===== src/rtl/cla_pkg.sv =====
// +----------------------------------------------------------------------------+
// | cla_pkg: width constants and flag helper shared by the cla_16 adder        |
// | Revision: 1.0                                                              |
// +----------------------------------------------------------------------------+
`default_nettype none

package cla_pkg;

  localparam int WIDTH  = 16;
  localparam int SLICE  = 4;
  localparam int NSLICE = WIDTH / SLICE;

  typedef struct packed {
    logic sign;
    logic zero;
    logic parity;
    logic overflow;
  } flags_t;

  // Overflow compares operand signs against the result sign, so it needs the
  // operand MSBs alongside the sum.
  function automatic flags_t calc_flags(input logic [WIDTH-1:0] sum,
                                        input logic             a_msb,
                                        input logic             b_msb);
    flags_t f;
    f.sign     = sum[WIDTH-1];
    f.zero     = (sum == '0);
    f.parity   = ~^sum;
    f.overflow = (a_msb & b_msb & ~sum[WIDTH-1]) |
                 (~a_msb & ~b_msb & sum[WIDTH-1]);
    return f;
  endfunction

endpackage

`default_nettype wire


===== src/rtl/cla4.sv =====
// +----------------------------------------------------------------------------+
// | cla4: 4-bit carry-lookahead slice with group propagate/generate outputs    |
// | Revision: 1.0                                                              |
// +----------------------------------------------------------------------------+
`default_nettype none

module cla4
  import cla_pkg::*;
(
  input  logic [SLICE-1:0] a,
  input  logic [SLICE-1:0] b,
  input  logic             c0,
  output logic [SLICE-1:0] sum,
  output logic             grp_p,
  output logic             grp_g
);

  logic [SLICE-1:0] p;
  logic [SLICE-1:0] g;
  logic             c1;
  logic             c2;
  logic             c3;

  assign p = a ^ b;
  assign g = a & b;

  // Each internal carry is a flat sum of products; nothing ripples.
  assign c1 = g[0] | (p[0] & c0);
  assign c2 = g[1] | (p[1] & g[0]) | (p[1] & p[0] & c0);
  assign c3 = g[2] | (p[2] & g[1]) | (p[2] & p[1] & g[0])
            | (p[2] & p[1] & p[0] & c0);

  assign sum   = p ^ {c3, c2, c1, c0};
  assign grp_p = &p;
  assign grp_g = g[3] | (p[3] & g[2]) | (p[3] & p[2] & g[1])
               | (p[3] & p[2] & p[1] & g[0]);

endmodule

`default_nettype wire


===== src/rtl/cla_16.sv =====
// +----------------------------------------------------------------------------+
// | cla_16: 16-bit two-level carry-lookahead adder with registered sum/flags   |
// | Revision: 1.0                                                              |
// +----------------------------------------------------------------------------+
`default_nettype none

module cla_16
  import cla_pkg::*;
(
  input  logic             clk,
  input  logic             rst_n,
  input  logic [WIDTH-1:0] x,
  input  logic [WIDTH-1:0] y,
  input  logic             cin,
  output logic [WIDTH-1:0] s,
  output logic             cout,
  output logic             sign,
  output logic             zero,
  output logic             parity,
  output logic             overflow
);

  logic             p0, p1, p2, p3;
  logic             g0, g1, g2, g3;
  logic             c4, c8, c12, c16;
  logic [SLICE-1:0] sum0, sum1, sum2, sum3;
  logic [WIDTH-1:0] sum_next;
  flags_t           flags_next;

  cla4 u_slice0 (.a(x[3:0]),   .b(y[3:0]),   .c0(cin), .sum(sum0), .grp_p(p0), .grp_g(g0));
  cla4 u_slice1 (.a(x[7:4]),   .b(y[7:4]),   .c0(c4),  .sum(sum1), .grp_p(p1), .grp_g(g1));
  cla4 u_slice2 (.a(x[11:8]),  .b(y[11:8]),  .c0(c8),  .sum(sum2), .grp_p(p2), .grp_g(g2));
  cla4 u_slice3 (.a(x[15:12]), .b(y[15:12]), .c0(c12), .sum(sum3), .grp_p(p3), .grp_g(g3));

  // Second lookahead level: slice carries straight from cin and group P/G.
  assign c4  = g0 | (p0 & cin);
  assign c8  = g1 | (p1 & g0) | (p1 & p0 & cin);
  assign c12 = g2 | (p2 & g1) | (p2 & p1 & g0) | (p2 & p1 & p0 & cin);
  assign c16 = g3 | (p3 & g2) | (p3 & p2 & g1) | (p3 & p2 & p1 & g0)
             | (p3 & p2 & p1 & p0 & cin);

  assign sum_next   = {sum3, sum2, sum1, sum0};
  assign flags_next = calc_flags(sum_next, x[WIDTH-1], y[WIDTH-1]);

  always_ff @(posedge clk or negedge rst_n) begin
    if (!rst_n) begin
      s        <= '0;
      cout     <= 1'b0;
      sign     <= 1'b0;
      zero     <= 1'b0;
      parity   <= 1'b0;
      overflow <= 1'b0;
    end else begin
      s        <= sum_next;
      cout     <= c16;
      sign     <= flags_next.sign;
      zero     <= flags_next.zero;
      parity   <= flags_next.parity;
      overflow <= flags_next.overflow;
    end
  end

endmodule

`default_nettype wire


===== config.mk =====
export PLATFORM = sky130hd
export DESIGN_NAME = cla_16
export DESIGN_NICKNAME = d
export VERILOG_FILES = /design/src/rtl/cla_pkg.sv /design/src/rtl/cla4.sv /design/src/rtl/cla_16.sv
export SDC_FILE = /design/constraint.sdc
export NUM_CORES = 1
export LEC_CHECK = 0
export CORE_MARGIN = 2
export CORE_UTILIZATION = 48
export CTS_CLUSTER_DIAMETER = 80
export DETAILED_ROUTE_END_ITERATION = 12
export PLACE_DENSITY = 0.85
export SYNTH_ARGS = -nofsm -noshare
export SYNTH_HDL_FRONTEND = slang
export SYNTH_HIERARCHICAL = 1
export SYNTH_SLANG_ARGS = --single-unit

===== constraint.sdc =====
create_clock -name clk -period 1.71 [get_ports clk]
set_clock_uncertainty 0.15 [all_clocks]
set_input_delay 0.2565 -clock clk [delete_from_list [all_inputs] [get_ports clk]]
set_output_delay 0.2565 -clock clk [all_outputs]
set_load 0.005 [all_outputs]

======== Word-level counts from Yosys, hierarchy flattened ========
Cells that the tools add are included.
word-level totals
  bits in registers ....................... 21
  input bits .............................. 35
  output and inout bits ................... 21
  logic and storage cells ................. 150
cells by class
  bitwise logic cells ..................... 138
  reduce and logical (&&, ||, !) cells .... 6
operator list
  kind                 count
  $and A1 B1 Y1        76
  $or A1 B1 Y1         47
  $xor A4 B4 Y4        8
  $and A4 B4 Y4        4
  $logic_not A16 Y1    1
  $reduce_and A4 Y1    4
  $reduce_xnor A16 Y1  1
  $not A1 Y1           3

======== Logic depth before layout (Yosys ltp) ========
Gate-level depths: netlist of the first run.
  depth after elaboration ................. 15
  mapped depth ............................ 15
  gate-level depth less buffers ........... 15

======== Cells and area by module ========
The synthesis of the first run kept the hierarchy.
by module, submodules not included
  module  instances  cells an instance  area each (sq um)  sequential area each (sq um)
  cla_16  1          63                 799.5              500.5
  cla4    4          22                 182.7              0.0

======== Worst setup path before layout of the first run ========
Ideal clock, no wire load.
  path kind ............................... input port to flip-flop
  start point ............................. input x[2]
  end point ............................... register parity
  data arrival time ....................... 2,829 ps
  required time ........................... 1,435 ps
  path slack .............................. -1,394 ps
  stages on the path ...................... 15
  path buffers ............................ 0
  cell sequence ........................... ha_1 > a21oi_1 > nand2_1 > a21o_1 > a21o_1 > a21o_1 > a21o_1 > inv_1 > fa_1 > inv_1 > inv_1 > ha_1 > xnor2_1 > xnor2_1 > xnor2_1
RTL lines
  what                    RTL line      RTL
  start: declaration      cla_16.sv:12  input logic [WIDTH-1:0] x,
  end signal: assignment  cla_16.sv:58  parity <= flags_next.parity;
  end: declaration        cla_16.sv:19  output logic parity,

==> results of run 1 <==
-- final timing paths --
check | from | end | slack [ns] | cells past startpoint
min | rst_n | parity | 0.11 | 2
max in group asynchronous | rst_n | s[11] | 1.09 | 2
min in group clk | x[15] | overflow | 0.11 | 3
max | y[6] | parity | -1.25 | 14
-- area by class of cell --
| cell class | count | area share |
|---|---|---|
| multi-input combinational | 98 | 0.4497 |
| timing repair buffer | 100 | 0.3072 |
| sequential | 20 | 0.1743 |
| inverter | 32 | 0.04183 |
| tap | 44 | 0.01917 |
| clock buffer | 3 | 0.007843 |
-- cells in the final DEF (no fill, tap or decap), drive strengths merged --
cell type / count
dfrtp: 20
clkdlybuf4s50: 29
or3: 1
a31o: 1
clkbuf: 5
dlymetal6s2s: 8
a21oi: 8
nor2: 1
and4: 4
buf: 51
fa: 4
nand2: 5
dlygate4sd2: 8
a21o: 12
nand4: 6
clkdlybuf4s15: 2
xnor2: 15
o21ai: 1
xor2: 4
ha: 28
inv: 32
nand3: 8
-- report_power, final --
group | total [mW] | switching, mW | internal, mW
Clock | 0.256 | 0.173 | 0.0830
Sequential | 0.632 | 0.0517 | 0.580
Combinational | 1.69 | 0.766 | 0.926
-- sequential cells by signal, summed over array words and instances, names as in the netlist --
register  flops
zero          1
parity        1
overflow      1
cout          1
s            16
-- kinds of logic (layout without fill, tap and decap cells) --
group | count (synthesis) | in the layout | synth area share
XOR/XNOR | 19 | 19 | 0.1087
adder cells (fa/ha/maj) | 32 | 32 | 0.2813
buffers and inverters | 33 | 135 | 0.08341
flip-flops | 20 | 20 | 0.3271
AO/OA/AOI/OAI | 22 | 22 | 0.1038
AND/OR/NAND/NOR | 25 | 25 | 0.09567
-- layer usage --
layer / track usage / vias to the layer above / share of wire / wire (µm)
met5: 0 / - / 0 / 0
met4: 0.1988 / 0 / 0.074 / 520
met3: 0.06610 / 51 / 0.064 / 451
met2: 0.6258 / 113 / 0.53 / 3746
met1: 0.2889 / 828 / 0.33 / 2353
li1: - / 704 / - / -
-- what timing repair did --
| action | 4_1_cts | 5_1_grt |
|---|---|---|
| cloned | 0 | 0 |
| buffers inserted | 16 | 6 |
| setup endpoints to repair | 16 | 16 |
| pin swaps | 31 | 34 |
| gates resized for setup | 66 | 42 |
-- worst max-delay path, stage by stage --
cell	delay [ns]
dlygate4sd2_1	0.26
ha_4	0.27
a21oi_4	0.14
nand2_1	0.07
a21o_1	0.16
a21o_1	0.20
inv_1	0.11
fa_2	0.43
inv_1	0.12
inv_1	0.08
ha_1	0.33
xnor2_2	0.23
xnor2_1	0.13
xnor2_1	0.24
-- metrics by stage --
stage	power [mW]	utilization
final	2.580	0.9406
after floorplan	1.211	-
after detailed placement	1.757	0.7852
after global placement	1.692	0.7852
after global routing	2.708	0.9406
after CTS	2.187	0.8877
==> out/qor.yml, run 1 <==
hold_slack_ns: 0.1053
ir_worst_vdd_mv: 0.4843
dieHeight_um: 60.46
synth_edf_count: 0
final_antenna_net_count: 0
status: "finished with violations"
grt_pass1_vias: 1729
yosysMostFrequentCell: "inv_1"
worst_slew_margin_rel: 0.7618
tightest_slew_ns: 0.3547
hold_class: "input pin to asynchronous set/reset pin"
setup_ws_ns: -1.248
die_width_um: 60.46
setup_viol: 16
clkTransAtPathRegs_ns: 0.13
cts_buffers: 3
syn-num-nets: 218
diodes: 0
drt_pass1_iterations: 4
p_per_area_nw_per_um2: 898.4
pre_cts_ws_ns: -1.812
min_period_ns: 2.958
netlist_top_cells_count: "inv_1 (32), ha_1 (28), dfrtp_1 (20)"
ys_types: 18
synth_top_area_frac: 0.3271
yosysSeqAreaShare: 0.3271
grt.total_usage: 0.3169
netlist_area_um2: 1530
initial_utilization: 0.5012
place_area_um2: 2397
wirelength_um: 7072
port_buffers: 55
wl_per_cell_um: 23.81
worst-path-max-fanout: 4
synth_top_cell_by_area: "dfrtp_1"
timing.final.crit_share: 1.730
avgSynthCellArea_um2: 10.13
max_freq_mhz: 338.1
via_per_inst: 5.710
antenna_found_initial: 0
layout.nets: 322
core_area_um2: 3053
num_vias: 1696
total_leakage_power_nw: 1.475
synthCells: 151
cp-start-kind: "input pin"
instances_no_fill: 297
critPathCaptureType: "register"
drc: 0
hold_violations: 0
cp.required_ns: 1.80
yosysWarnings: 6
ys_seq_elements: 20
synth-main-ff-cell: "dfrtp_1"
grt_pass1_wl_um: 8293
dp_cells: 280
final_cell_area_um2: 2872
drive_gt1_frac: 0.4466
die_area_um2: 3655
crit_type: "input pin to register"
htree_num_levels: 1
violations: "setup timing"
rsz0062_at_grt: "yes"
worstPathArrival_ns: 3.05
fin_setup_tns_ns: -6.284
report.final.slew_viol_count: 0
cts_hold_buf: 0
placementRows: 20
cts_tree: "yes"
synthArstFlopShare: 1.000
clk_path_buf_depth: 2
dp_hpwl_um: 3039
cts_root_buffer: "clkbuf_4"
nFillCells: 90
synthTopCellsByArea: "dfrtp_1 (33%), ha_1 (23%), xnor2_1 (8.6%), inv_1 (7.8%), a21o_1 (5.9%)"
seq_area_um2: 500.5
gp_congestion: 0.7574
ios: 56
area_growth_pct: 87.65
multi_input_area_um2: 1291
overflow: 0
numClockSinks: 20
cap_violations: 0
dr.first_iter.drc_count: 187
grt_max_degree: 21
No activity file was read; power rests on OpenSTA's default activity.
==> run 2, diff against run 1 <==
- REMOVE_ABC_BUFFERS: not set -> 1
==> run 2 against run 1 <==
The run still ends with setup timing left; via count fell by 6.5%; final area down 3.6%; critical endpoint unchanged; non-clock buffer count is 2 lower; critical path type unchanged; clock-buffer cell count increased by 1; sequential share of layout area increased by 0.65 points; worst hold slack improved by 0.013 ns; total power is 6.4% lower; largest cell class unchanged; critical path depth rose by 2; highest routed layer unchanged.
==> out/qor.yml, run 2 (synthesized netlist as in run 1, its figures left out) <==
status: "finished with violations"
violations: "setup timing"
cts_root_buffer: "clkbuf_4"
worstPathArrival_ns: 3.06  # about the same
timing.final.crit_share: 1.740  # +0.01005
htree_num_levels: 1  # unchanged
report.final.slew_viol_count: 0  # unchanged
grt_max_degree: 21  # unchanged
core_area_um2: 3053  # unchanged
pre_cts_ws_ns: -1.960  # -0.1472 ns
final_util: 0.9066  # -0.03402
hold_class: "input pin to asynchronous set/reset pin"
power_frac_seq: 0.257  # +0.012
drc: 0  # unchanged
p_sw_frac: 0.3586  # -0.02542
antenna_found_initial: 0  # unchanged
ir_worst_vdd_mv: 0.4511  # -6.9%
tightest_slew_ns: 0.2734  # -0.08138 ns
cts_tree: "yes"
largest_reg_flops: 16  # unchanged
p_switching_mw: 0.8664  # -13%
dieHeight_um: 60.46  # unchanged
via_per_inst: 5.358  # -6.2%
drive_gt1_frac: 0.4365  # -0.01013
final_cell_mix: "buf_4 (41), clkdlybuf4s50_1 (31), inv_1 (24)"
layout.nets: 320  # -0.62%
cp.required_ns: 1.80  # about the same
cts_buffers: 3  # unchanged
critPathCaptureType: "register"
clk_path_buf_depth: 2  # unchanged
setup_ws_ns: -1.265  # -0.01718 ns
grt.total_usage: 0.3030  # -0.01392
internal_power_mw: 1.550  # -2.5%
diodes: 0  # unchanged
fin_setup_tns_ns: -6.703  # -0.4192 ns
instances_no_fill: 296  # -0.34%
worst_slew_margin_rel: 0.8178  # +0.05595
cp-start-kind: "input pin"
hold_violations: 0  # unchanged
total_leakage_power_nw: 1.388  # -5.9%
ios: 56  # unchanged
cap_violations: 0  # unchanged
comb_power_share: 0.620  # -0.036
max_freq_mhz: 336.1  # -0.58%
placementRows: 20  # unchanged
area_growth_pct: 80.87
crit_type: "input pin to register"
final_antenna_net_count: 0  # unchanged
dp_hpwl_um: 3015  # -0.79%
initial_utilization: 0.5012  # unchanged
gp_congestion: 0.8450  # +12%
clkTransAtPathRegs_ns: 0.13  # about the same
grt_pass1_wl_um: 8045  # -3.0%
overflow: 0  # unchanged
grt_pass1_vias: 1720  # -0.52%
dp_cells: 276  # -1.4%
final_common_cell: "buf_4"
rsz0062_at_grt: "yes"
pwr-share-clk: 0.124  # +0.025
wirelength_um: 5880  # -17%
dr.first_iter.drc_count: 102  # -45%
setup_viol: 15  # -1
port_buffers: 55  # unchanged
wl_per_cell_um: 19.86  # -17%
regMostFlops: "s"
drt_pass1_iterations: 7  # +3
num_vias: 1586  # -6.5%
die_area_um2: 3655  # unchanged
numClockSinks: 20  # unchanged
p_per_area_nw_per_um2: 872.9  # -2.8%
die_width_um: 60.46  # unchanged
min_period_ns: 2.975  # +0.01718 ns
worst-path-max-fanout: 4  # unchanged
==> run 2: final timing paths <==
path | from | end | slack (ns) | cells after the start
min in group clk | y[0] | s[0] | 0.25 | 4
hold / removal | rst_n | s[8] | 0.12 | 2
max in group asynchronous | rst_n | s[5] | 1.06 | 2
setup / recovery | x[2] | parity | -1.27 | 16
==> run 2: layer usage <==
metal,track usage,part of all wire,vias to the layer above
met2,0.5714,0.53,88
li1,-,-,703
met4,0.1149,0.026,0
met5,0,0,-
met3,0.04264,0.063,20
met1,0.3445,0.38,775
==> run 2: through the flow <==
step,power [mW],area (µm²),hold WS (ns)
floorplan,1.193,1523,-0.1891
global placement,1.657,2331,0.4635
detailed placement,1.701,2331,0.4609
CTS,2.211,2723,0.1330
global route,2.522,2768,0.1404
finish,2.416,2768,0.1183
==> run 2: critical path, stage by stage <==
cell and delay (ns):
buf_6 0.10, ha_4 0.25, a21oi_4 0.16, nand2_1 0.06, a21o_1 0.16, a21o_1 0.18, a21o_1 0.20, buf_4 0.15
inv_2 0.05, fa_2 0.43, inv_1 0.12, inv_1 0.06, ha_1 0.30, xnor2_1 0.20, xnor2_1 0.19, xnor2_1 0.18
==> run 2: cell type report <==
cell class / count / area (µm²)
clock buffer: 4 / 36.28
sequential: 20 / 500.5
inverter: 32 / 120.1
fill: 121 / 285.3
tap: 44 / 55.05
multi-input combinational: 98 / 1195
timing repair buffer: 98 / 860.8
==> run 2: power by group through the flow <==
stage          Sequential (mW)  Combinational, mW  Clock, mW
2_1_floorplan            0.631              0.561          0
3_3_place_gp             0.616               1.04          0
3_5_place_dp             0.617               1.08          0
4_1_cts                  0.607               1.32      0.282
5_1_grt                  0.626               1.58      0.314
6_report                 0.620               1.50      0.299
==> run 2: timing repair <==
item,4_1_cts,5_1_grt
setup endpoints to repair,16,15
setup buffers,23,5
endpoints found under the hold margin,0,0
resized for setup,100,18
pin swaps,41,14
hold buffers,0,0
==> run 3, diff against run 2 <==
- CELL_PAD_IN_SITES_DETAIL_PLACEMENT: not set -> 1
- CELL_PAD_IN_SITES_GLOBAL_PLACEMENT: not set -> 1
- CORE_UTILIZATION: 48 -> 36
- PLACE_DENSITY: 0.85 -> not set
- PLACE_DENSITY_LB_ADDON: not set -> 0.1
==> run 3 against run 2 <==
The run still ends with setup timing left; utilization decreased by 19 points; sequential cell count unchanged; first-iteration DRC count decreased by 14%; fmax decreased by 4.8%; critical path depth decreased by 1; clock-buffer cell count unchanged; sequential power about the same; die area increased by 31%; clock power increased by 27%; critical path type unchanged; critical endpoint unchanged; highest routed layer unchanged.
==> out/qor.yml, run 3 (synthesized netlist as in run 1, its figures left out) <==
status: "finished with violations"
violations: "setup timing"
overflow: 0  # unchanged
path_cells: "buf_6 -> ha_4 -> buf_6 -> and4_4 -> a21o_1 -> a21o_1 -> a21o_1 -> inv_2 -> fa_2 -> xnor2_2 -> inv_2 -> ha_4 -> xnor2_2 -> xnor2_1 -> xnor2_1"
wl_per_cell_um: 24.79  # +25%
gp_congestion: 0.8308  # -1.7%
setup_ws_ns: -1.416  # -0.1504 ns
num_vias: 1617  # +2.0%
finalPower_mw: 2.660  # +10%
path_common_cell: "a21o_1"
grt_pass1_wl_um: 10130  # +26%
final_util: 0.7120  # -0.1946
ir_worst_vdd_mv: 0.4243  # -5.9%
min_period_ns: 3.126  # +0.1504 ns
drive_gt1_frac: 0.4729  # +0.03636
worst_slew_margin_rel: 0.7719  # -0.04586
port_buffers: 55  # unchanged
cts_tree: "yes"
hold_violations: 0  # unchanged
timing.final.crit_share: 1.828  # +0.08796
slowest_delay_ns: 0.38  # -0.05 ns
top_layer: "met4"
cp-start-kind: "input pin"
cts_buffers: 3  # unchanged
report.final.slew_viol_count: 0  # unchanged
setup_viol: 16  # +1
hold_slack_ns: 0.1833  # +0.06494 ns
worst-path-max-fanout: 3  # -1
final_cell_area_um2: 2889  # +4.4%
final_antenna_net_count: 0  # unchanged
dieHeight_um: 69.20  # +14%
drc: 0  # unchanged
via_per_inst: 5.250  # -2.0%
cts_root_buffer: "clkbuf_8"
ios: 56  # unchanged
nFillCells: 399  # +230%
grt_max_degree: 21  # unchanged
die_area_um2: 4788  # +31%
antenna_found_initial: 0  # unchanged
diodes: 0  # unchanged
htree_num_levels: 1  # unchanged
final_cell_mix: "buf_4 (46), clkdlybuf4s50_1 (30), inv_1 (22)"
largest_reg_flops: 16  # unchanged
drt_pass1_iterations: 4  # -3
placementRows: 23  # +15%
regMostFlops: "s"
worst_path_max_delay_cell: "fa_2"
worstPathArrival_ns: 3.15  # +0.09 ns
critical_path.startpoint: "y[2]"
max_freq_mhz: 319.9  # -4.8%
dp_hpwl_um: 3597  # +19%
die_width_um: 69.20  # +14%
dr.first_iter.drc_count: 88  # -14%
layout.nets: 326  # +1.9%
total_leakage_power_nw: 1.446  # +4.2%
area_growth_pct: 88.80
critPathCaptureType: "register"
pre_cts_ws_ns: -1.928  # +0.03188 ns
route.met2.wl_um: 4167  # +34%
numClockSinks: 20  # unchanged
rsz0062_at_grt: "yes"
cap_violations: 0  # unchanged
crit_type: "input pin to register"
wl_met1_um: 3009  # +35%
wl_met3_um: 247  # -34%
clk_path_buf_depth: 2  # unchanged
final_common_cell: "buf_4"
core_area_um2: 4058  # +33%
wirelength_um: 7635  # +30%
clkTransAtPathRegs_ns: 0.09  # -0.04 ns
initial_utilization: 0.3771  # -0.1241
cp.required_ns: 1.73  # -0.07 ns
grt_pass1_vias: 1868  # +8.6%
grt.total_usage: 0.2748  # -0.02820
tightest_slew_ns: 0.3397  # +0.06635 ns
p_per_area_nw_per_um2: 920.7  # +5.5%
place_area_um2: 2391  # +2.6%
hold_class: "input pin to asynchronous set/reset pin"
run 3: cell count changes in the layout (fill, tap and decap cells not counted), moves of 3 or more:
cell,before,now
dlygate4sd2_1,8,14
ha_1,13,10
clkbuf_4,3,0
clkbuf_8,1,4
buf_4,41,46
buf_6,8,5
run 3: per-stage QoR:
stage,setup TNS (ns),cells
after floorplan,-7.518,150
after global placement,-17.01,289
after detailed placement,-18.11,289
after CTS,-5.423,305
after global routing,-9.504,308
final,-9.049,308
run 3: worst max-delay path: cells and delay by family:
family / cells / cell delay [ns]
adder cells (fa/ha/maj): 3 / 0.94
XOR/XNOR: 4 / 0.81
AO/OA/AOI/OAI: 3 / 0.58
buffers and inverters: 4 / 0.36
AND/OR/NAND/NOR: 1 / 0.20
run 3: cell type report:
class	instances	area, µm²	area share
inverter	32	120.1	0.04158
multi-input combinational	98	1264	0.4374
sequential	20	500.5	0.1732
timing repair buffer	104	887.1	0.3071
clock buffer	4	55.05	0.01906
tap	50	62.56	0.02165
run 3: where the power goes:
part           total (mW)  switching [mW]  leakage [nW]  internal, mW
combinational        1.66           0.753          1.18         0.907
sequential          0.619          0.0387         0.237         0.580
clock               0.381           0.176        0.0288         0.205
run 3: final timing paths:
kind,endpoint,depth (start not counted)
max in group asynchronous,s[4],2
max,parity,15
min,overflow,2
min in group clk,s[0],4
run 3: repair_timing:
| action | 4_1_cts | 5_1_grt |
|---|---|---|
| resized for setup | 96 | 18 |
| buffers inserted | 15 | 4 |
| pin swaps | 47 | 13 |
| setup endpoints to repair | 17 | 16 |
| hold buffers | 0 | 0 |
run 3: layer usage:
| metal | vias up | track usage |
|---|---|---|
| li1 | 710 | - |
| met3 | 20 | 0.02762 |
| met2 | 63 | 0.5470 |
| met1 | 824 | 0.3162 |
| met5 | - | 0 |
| met4 | 0 | 0.04575 |
